### config.mk
export PLATFORM = sky130hd
export DESIGN_NAME = shift_tx_ctrl_flat
export DESIGN_NICKNAME = d
export VERILOG_FILES = /design/src/rtl/shift_tx_ctrl_if.sv /design/src/rtl/shift_tx_ctrl.sv /design/src/flat_wrapper.sv
export SDC_FILE = /design/constraint.sdc
export NUM_CORES = 1
export LEC_CHECK = 0
export CORE_MARGIN = 1
export CORE_UTILIZATION = 41
export CTS_CLUSTER_SIZE = 25
export DETAILED_ROUTE_END_ITERATION = 16
export GPL_TIMING_DRIVEN = 1
export PLACE_DENSITY = 0.72
export SYNTH_ARGS = -nofsm -noshare
export SYNTH_HDL_FRONTEND = slang
export SYNTH_SLANG_ARGS = --single-unit
### constraint.sdc
create_clock -name clk -period 1.7 [get_ports clk]
set_clock_uncertainty 0.05 [all_clocks]
set_input_delay 0.51 -clock clk [delete_from_list [all_inputs] [get_ports clk]]
set_output_delay 0.51 -clock clk [all_outputs]
set_load 0.05 [all_outputs]
### src/rtl/shift_tx_ctrl_if.sv
// Handshake and serial-output bundle for shift_tx_ctrl.
// The master drives words and control; the slave serializes.
interface shift_tx_ctrl_if #(
    parameter int unsigned WIDTH = 4
);
    logic [WIDTH-1:0] din;
    logic             din_valid;
    logic             din_ready;
    logic             msb_first;
    logic             hold;
    logic             sout;
    logic             sout_en;
    logic             sof;
    logic             eof;
    logic             busy;

    modport master (
        output din, din_valid, msb_first, hold,
        input  din_ready, sout, sout_en, sof, eof, busy
    );

    modport slave (
        input  din, din_valid, msb_first, hold,
        output din_ready, sout, sout_en, sof, eof, busy
    );
endinterface

### src/rtl/shift_tx_ctrl.sv
// Parallel-in/serial-out sequencer: accepts a word over valid/ready and shifts it out
// one bit per clock, MSB- or LSB-first, with frame strobes, stall and gapless streaming.
module shift_tx_ctrl #(
    parameter int unsigned WIDTH = 4
) (
    input logic          clk,
    input logic          reset_,
    shift_tx_ctrl_if.slave tx
);
    localparam int unsigned CW = $clog2(WIDTH) + 1;
    localparam logic [CW-1:0] LAST = CW'(WIDTH - 1);

    typedef enum logic {StIdle, StShift} state_e;

    state_e           state_q;
    logic [WIDTH-1:0] sreg_q;
    logic [CW-1:0]    cnt_q;
    logic             ord_q;

    logic in_shift;
    logic at_last;
    logic cnt_bad;
    logic ready;
    logic accept;
    logic sout_en;

    assign in_shift = (state_q == StShift);
    assign at_last  = (cnt_q == LAST);
    assign cnt_bad  = (cnt_q > LAST);
    // Ready on the final unstalled bit so the next word follows with no gap.
    assign ready    = !in_shift || (at_last && !tx.hold);
    assign accept   = tx.din_valid && ready;
    assign sout_en  = in_shift && !tx.hold;

    always_ff @(posedge clk or negedge reset_) begin
        if (!reset_) begin
            state_q <= StIdle;
            sreg_q  <= '0;
            cnt_q   <= '0;
            ord_q   <= 1'b1;
        end else if (accept) begin
            state_q <= StShift;
            sreg_q  <= tx.din;
            cnt_q   <= '0;
            ord_q   <= tx.msb_first;
        end else if (in_shift) begin
            if (cnt_bad) begin
                // Unreachable count: recover to idle rather than run on.
                state_q <= StIdle;
                cnt_q   <= '0;
            end else if (!tx.hold) begin
                sreg_q <= ord_q ? {sreg_q[WIDTH-2:0], 1'b0} : {1'b0, sreg_q[WIDTH-1:1]};
                if (at_last) begin
                    state_q <= StIdle;
                    cnt_q   <= '0;
                end else begin
                    cnt_q <= cnt_q + CW'(1);
                end
            end
        end
    end

    assign tx.din_ready = ready;
    assign tx.sout      = in_shift && (ord_q ? sreg_q[WIDTH-1] : sreg_q[0]);
    assign tx.sout_en   = sout_en;
    assign tx.sof       = sout_en && (cnt_q == '0);
    assign tx.eof       = sout_en && at_last;
    assign tx.busy      = in_shift;
endmodule

### src/flat_wrapper.sv
// flat-port wrapper written by rule: the top's interface ports become plain ports
module shift_tx_ctrl_flat 
#(
    parameter int unsigned WIDTH = 4
)
  (clk, reset_, tx_din, tx_din_valid, tx_msb_first, tx_hold, tx_din_ready, tx_sout, tx_sout_en, tx_sof, tx_eof, tx_busy);
  shift_tx_ctrl_if #(.WIDTH(WIDTH)) tx_i ();
  input logic clk;
  input logic reset_;
  input wire logic [$bits(tx_i.din)-1:0] tx_din;
  input wire logic [$bits(tx_i.din_valid)-1:0] tx_din_valid;
  input wire logic [$bits(tx_i.msb_first)-1:0] tx_msb_first;
  input wire logic [$bits(tx_i.hold)-1:0] tx_hold;
  output wire logic [$bits(tx_i.din_ready)-1:0] tx_din_ready;
  output wire logic [$bits(tx_i.sout)-1:0] tx_sout;
  output wire logic [$bits(tx_i.sout_en)-1:0] tx_sout_en;
  output wire logic [$bits(tx_i.sof)-1:0] tx_sof;
  output wire logic [$bits(tx_i.eof)-1:0] tx_eof;
  output wire logic [$bits(tx_i.busy)-1:0] tx_busy;
  assign tx_i.din = tx_din;
  assign tx_i.din_valid = tx_din_valid;
  assign tx_i.msb_first = tx_msb_first;
  assign tx_i.hold = tx_hold;
  assign tx_din_ready = tx_i.din_ready;
  assign tx_sout = tx_i.sout;
  assign tx_sout_en = tx_i.sout_en;
  assign tx_sof = tx_i.sof;
  assign tx_eof = tx_i.eof;
  assign tx_busy = tx_i.busy;
  shift_tx_ctrl #(.WIDTH(WIDTH)) u_core (.clk(clk), .reset_(reset_), .tx(tx_i));
endmodule
# == Yosys cells after proc, flatten, opt, wreduce, memory -nomap -nowiden ==
# Cells that the tools add are included.
# word_totals
output_inout_bits,6
latch_bits,0
mem_bits_ro,0
mem_bits_rw,0
mem_count,0
wordCells,39
in_bits,9
ff_bits,9
# classes
multipliers,0
addsub,1
eq_ne,4
n_reduce_logical,13
n_lt_le_gt_ge,1
mux,16
shifts,0
n_div,0
bitwise,0
# ops
op,count
4-bit two-way mux,5
3-bit two-way mux,5
1-bit logical AND,6
1-bit two-way mux,6
"3-bit by 1-bit adder with 3-bit output, second input constant",1
"3-bit by 2-bit == test with 1-bit output, second input constant",1
"3-bit by 2-bit > comparator with 1-bit output, second input constant",1
3-bit logical NOT,1
"3-bit by 1-bit != test with 1-bit output, second input constant",1
3-bit AND reduction,1
1-bit logical NOT,2
"2-bit by 1-bit != test with 1-bit output, second input constant",1
"2-bit != test, second input constant",1
2-bit AND reduction,1
2-bit nonzero test,1
1-bit logical OR,1

# == Logic depth before layout (Yosys ltp) ==
# logic_depth
ltp_word,6
mapped_depth,5
ltp_nobuf,5

# == Least setup slack after synthesis ==
# OpenSTA, ideal clock, no wires.
# synth_path
path_kind,register to output
from,reg u_core.state_q (netlist: u_core.tx.busy)
to,out tx_sof
required_ns,1.140
t_arrival_ns,2.540
path_buffers,0
setup_slack_ns,-1.400
stages_incl_launch_ff,3
path_cell_list,dfrtp_1 inv_2 nor4b_1
# synth_via
elab_chain_len,2
# synth_lines
element,line,rtl
from (decl),shift_tx_ctrl.sv:15,state_e state_q;
from (signal assigned),shift_tx_ctrl.sv:37,state_q <= StIdle;
from (signal assigned),shift_tx_ctrl.sv:42,state_q <= StShift;
from (signal assigned),shift_tx_ctrl.sv:49,state_q <= StIdle;
1-bit logical AND,shift_tx_ctrl.sv:33,assign sout_en = in_shift && !tx.hold;
1-bit logical AND,shift_tx_ctrl.sv:66,assign tx.sof = sout_en && (cnt_q == '0);
to (decl),flat_wrapper.sv:17,output wire logic [$bits(tx_i.sof)-1:0] tx_sof;
# Every way passes these cells.

# == Worst setup path in the final report ==
# layout_path
from,reg u_core.cnt_q[0]
to,out tx_sof
# layout_via
elab_chain_len,2
# layout_lines
element,line,rtl
from (decl),shift_tx_ctrl.sv:17,logic [CW-1:0] cnt_q;
from (signal assigned),shift_tx_ctrl.sv:57,cnt_q <= cnt_q + CW'(1);
3-bit logical NOT,shift_tx_ctrl.sv:66,
1-bit logical AND,shift_tx_ctrl.sv:66,
# Every way passes these cells.

==> key figures <==
Final layout
  – Multi-input logic area: between 400 and 500 µm²
  – Antenna cells: 0
  – Layout cells sized above 1: a little under three fifths
  – Commonest non-fill, non-tap cell in the layout: buf_4
  – Cell area after layout: 993.5 µm²
  – Post-layout nets: 94
  – Filler cells: 97
  – Final Util: between 70 and 80%
  – Fin cells: 97
  – Register area: ~230 µm²
  – Layout area overhead: 74.51%
  – Most frequent cells in the layout: buf_4 (11), clkdlybuf4s50_1 (7), buf_12 (6), dfrtp_1 (6)

Pwr
  – Seq pwr share: ~23%
  – VDD IR max: around 1200 µV
  – P_sw: between 0.7 and 0.8 mW
  – Total power draw: between 1.5 and 2 mW
  – Clock power share: around 8.4%
  – Pint: between 1 and 1.5 mW
  – Switching share of power: between 40% and 50%
  – LEAKAGE: ~0.44 nW
  – PwrDens: about 1900 mW/mm²
  – Comb power frac: between 60% and 70%

Floorplanning
  – FP Rows: 13
  – Initial Util: between 40% and 50%
  – Core area: between 0.001 and 0.0015 mm²
  – Die height: around 40 µm
  – IO Pins: 15
  – Die W: 39.26 µm
  – Die area: 0.001541 mm²

Logic synthesis
  – Sequential element share of the synthesized area: 39.78%
  – Synth warnings: 0
  – Gate count of the mapped netlist: between 50 and 60
  – Synthesized area per cell: between 10 and 15 µm²
  – Leading post-synthesis cells by cell area: dfrtp_1 (35%), mux2_2 (5.9%), mux2i_1 (5.3%)
  – Synthesized area: roughly 570 µm²
  – Post-Syn Nets: 63
  – Flops & latches, synth: 9
  – Yosys top cell by area: dfrtp_1
  – Synth unique cells: 27
  – Synth top area share: 35.16%

Routing
  – DRT iter0 DRCs: 5
  – DR vias/cell: ~5.2
  – Routed wl met3: 31 µm
  – Met1 wire length: approximately 540 µm
  – Routed length per placed instance: approximately 13 µm
  – Routed length on met2: approximately 710 µm
  – Routed WL: about 1.3 mm
  – # DRC: 0
  – DR top layer: met4
  – Final ANT Viol Nets: 0
  – Routed vias: 500
  – TritonRoute pass-1 iters: 4

Clocking
  – Hold_buf cts: 0
  – Clk buf depth: 2
  – CTS sink cnt: 9
  – CTS Root Cell: clkbuf_4
  – CTS H-tree lvls: 1
  – Total CTS buffers: 3
  – Clk Latency, worst-skew pair: around 250 ps
  – TritonCTS clock tree: done
  – Clock slew at reported path FFs: 60 ps

Job
  – Max-cap violations: 0

Place
  – GPL Wtd Cong: between 0.6 and 0.7
  – Inst Count DP: 88
  – Pre-CTS WS: -477.8 ps
  – IO Port Bufs: 14
  – DPL Wire Length: roughly 950 µm
  – Cell Area, Placed: 872.1 µm²

GRT
  – GRT Util Overall: 20.99%
  – Largest net degree at the start of global routing: 10
  – Global-route wire length before repair: ~2.1 mm
  – Overflow after GRT: 0
  – Initial antenna violation count: 0
  – Vias in the first global route: between 500 and 600

Timing
  – Fin Setup TNS: -440.6 ps
  – Final hold vios: 0
  – RSZ-0062 raised after global routing: true
  – Setup WS post-layout: -149.5 ps
  – Slew Limit Fails: 0
  – Maximum clock frequency: 0.5407 GHz
  – Headroom to the max-slew limit: 72.42%
  – Final worst path period need: 1850 ps
  – Hold WS: between 500 and 600 ps
  – Slew @ Worst Pin: roughly 410 ps
  – Period utilization: 108.8%
  – Final setup fails: 4

Critical path
  – Critical path class: reg2out
  – Worst-path fanout max: 3
  – CP Cell Sequence: inv_2 > ha_4 > nor4b_4 > buf_12
  – Worst path slowest cell: dfrtp_1
  – R2R Setup Slk: 10 ps
  – Crit-path max cell delay: 430 ps
  – Critical path endpoint category: primary output
  – Data arrival time of the critical path: approximately 1300 ps
  – Startpoint types: flop
  – Worst EP required: approximately 1100 ps

Status
  – Failing checks: setup timing
  – Status: finished, violations left

Worst hold path
  – Min-Delay Path Class: in2async
-- critical path: cells and delay by family (launching register included) --
kind	cells	cell delay (ps)
adder cells (fa/ha/maj)	1	110
buffers and inverters	2	260
flip-flops	1	430
AND/OR/NAND/NOR	1	230
-- power groups by stage --
stage,clock network [mW],logic (mW),registers (mW)
after floorplan,0,0.644,0.465
after global placement,0,1.12,0.428
after detailed placement,0,1.14,0.433
after CTS,0.166,1.28,0.431
after global routing,0.175,1.43,0.443
final,0.161,1.33,0.432
-- cell type report --
cell class,count,share of cell area (%)
inverters,3,1.637
multi-input cells,40,41.44
flip-flops and latches,9,23.30
clock buffers,4,2.645
repair buffers,26,29.09
well taps,15,1.889
-- what timing repair did --
item,in CTS,in global routing
pin swaps,4,3
setup buffers,4,1
gates resized for setup,17,3
setup endpoints to repair,10,6
-- cell families after synthesis --
logic type               Yosys count  share of synthesized area [%]
AND/OR/NAND/NOR                   21                          20.88
multiplexers                      10                          20.44
flip-flops                         9                          39.78
AO/OA/AOI/OAI                      7                          12.53
buffers and inverters              3                          1.978
adder cells (fa/ha/maj)            2                          4.395
-- flip-flops by register name, indices dropped and copies added (netlist names) --
name            flops
u_core.sreg_q       4
u_core.cnt_q        3
u_core.ord_q        1
u_core.tx.busy      1
-- worst paths after layout --
kind | from | to | cells after the start
min reg2reg | u_core.sreg_q[3] | u_core.sreg_q[3] | 2
min | reset_ | u_core.sreg_q[2] | 1
max in group asynchronous | reset_ | u_core.tx.busy | 1
max reg2reg | u_core.ord_q | u_core.sreg_q[2] | 4
min in group clk | u_core.sreg_q[3] | u_core.sreg_q[3] | 2
max | u_core.cnt_q[0] | tx_sof | 4
-- synth_stat cells (all sizes together) --
master / instances
nor3b: 2
ha: 2
a211o: 1
or2: 1
o21bai: 1
nor4b: 1
dfstp: 1
nor3: 1
mux2i: 3
nor2: 6
dfrtp: 8
nand2: 7
o21ai: 2
nand3: 1
inv: 3
a31oi: 2
or3b: 1
nor2b: 1
o211ai: 1
mux2: 7
-- routing by layer --
metal  track usage, %  vias up
met5                0        -
met4            10.34        0
met3            2.273        2
met2            37.08       12
met1            24.91      236
li1                 -      250
(Power assumes the default switching activity.)
==> RTL change, RTL diff (same settings) <==
`WIDTH` is set to 4 in 3 places; all go to 8.
--- a/src/rtl/shift_tx_ctrl_if.sv
+++ b/src/rtl/shift_tx_ctrl_if.sv
@@ -1,7 +1,7 @@
 // Handshake and serial-output bundle for shift_tx_ctrl.
 // The master drives words and control; the slave serializes.
 interface shift_tx_ctrl_if #(
-    parameter int unsigned WIDTH = 4
+    parameter int unsigned WIDTH = 8
 );
     logic [WIDTH-1:0] din;
     logic             din_valid;
--- a/src/rtl/shift_tx_ctrl.sv
+++ b/src/rtl/shift_tx_ctrl.sv
@@ -1,7 +1,7 @@
 // Parallel-in/serial-out sequencer: accepts a word over valid/ready and shifts it out
 // one bit per clock, MSB- or LSB-first, with frame strobes, stall and gapless streaming.
 module shift_tx_ctrl #(
-    parameter int unsigned WIDTH = 4
+    parameter int unsigned WIDTH = 8
 ) (
     input logic          clk,
     input logic          reset_,
--- a/src/flat_wrapper.sv
+++ b/src/flat_wrapper.sv
@@ -1,7 +1,7 @@
 // flat-port wrapper written by rule: the top's interface ports become plain ports
 module shift_tx_ctrl_flat 
 #(
-    parameter int unsigned WIDTH = 4
+    parameter int unsigned WIDTH = 8
 )
   (clk, reset_, tx_din, tx_din_valid, tx_msb_first, tx_hold, tx_din_ready, tx_sout, tx_sout_en, tx_sof, tx_eof, tx_busy);
   shift_tx_ctrl_if #(.WIDTH(WIDTH)) tx_i ();
Ports: changed (resized tx_din); port bits go from 15 to 19. No check against the original RTL was run, so the function may have changed too.
==> RTL change against the original RTL <==
Sequential cell count rose by 5; count of clock-buffer cells in the layout unchanged; register-to-register slack got worse by 0.14 ns; first-iteration DRC count grew to 3.4 times the old value; worst setup slack worse by 0.24 ns; cell area increased by 48%; routed wire length increased by 100%; synthesized area up 43%; sequential power grew 48%; the flow still finishes with violations (setup timing); critical path type unchanged; highest routed layer unchanged; critical path depth stayed put; power grew 44%; final cell count rose by 57%.
==> RTL change: results <==
{
  "status": "finished with violations",
  "violations": "setup timing",
  "synth_common_cells": "13 x dfrtp_1, 9 x nand3_1, 7 x mux2i_1",
  "finalPower_w": 0.002755,
  "setup_violations": 11,
  "synthesis.area_um2": 814.5,
  "wl_met2_mm": 1.411,
  "totalWireLength_mm": 2.643,
  "synth_compound_area_share_pct": 19.97,
  "grt_max_degree": 15,
  "nNonClkInverters": 4,
  "worstPathArrival_ns": 1.53,
  "synth_fa_ha_area_share_pct": 3.072,
  "nonClockBufferCount": 51,
  "clk_share_pct": 2.464,
  "wirelength_met1_mm": 1.104,
  "multi_input_area_um2": 506.7,
  "r2r_slack_ns": -0.13,
  "setup_tns_ns": -1.953,
  "nets": 143,
  "worstRegToRegCells": 8,
  "multi_input_gates": 54,
  "setup_ws_ns": -0.3891,
  "p_switching_w": 0.001126,
  "synth_xor_area_share_pct": 1.075,
  "grt_util_met3_pct": 6.667,
  "avgRoutedWirePerCell_um": 17.39,
  "dr.first_iter.drc_count": 17,
  "first_global_vias": 768,
  "synth_mux_area_share_pct": 9.985,
  "wl_met3_um": 102,
  "yosysSeqAreaShare_pct": 43.16,
  "gp_congestion": 0.8110,
  "seq_share_pct": 23.96
}
==> RTL change: worst max-delay path: cells and delay by family (launching register included) <==
family | cells | cell delay [ns]
adder cells (fa/ha/maj) | 1 | 0.20
AND/OR/NAND/NOR | 2 | 0.49
buffers and inverters | 1 | 0.16
flip-flops | 1 | 0.39
==> RTL change: logic make-up (layout without fill, tap and decap cells) <==
logic type               count (synthesis)  in the layout
AO/OA/AOI/OAI                           18             18
XOR/XNOR                                 1              1
adder cells (fa/ha/maj)                  2              2
buffers and inverters                    7             59
flip-flops                              14             14
multiplexers                             8              8
AND/OR/NAND/NOR                         25             25
==> RTL change: repair_timing <==
item | 4_1_cts | 5_1_grt
gates cloned | 0 | 0
setup buffers | 5 | 6
setup endpoints to repair | 17 | 16
endpoints found under the hold margin | 0 | 0
gates resized for setup | 21 | 8
pin swaps | 5 | 4
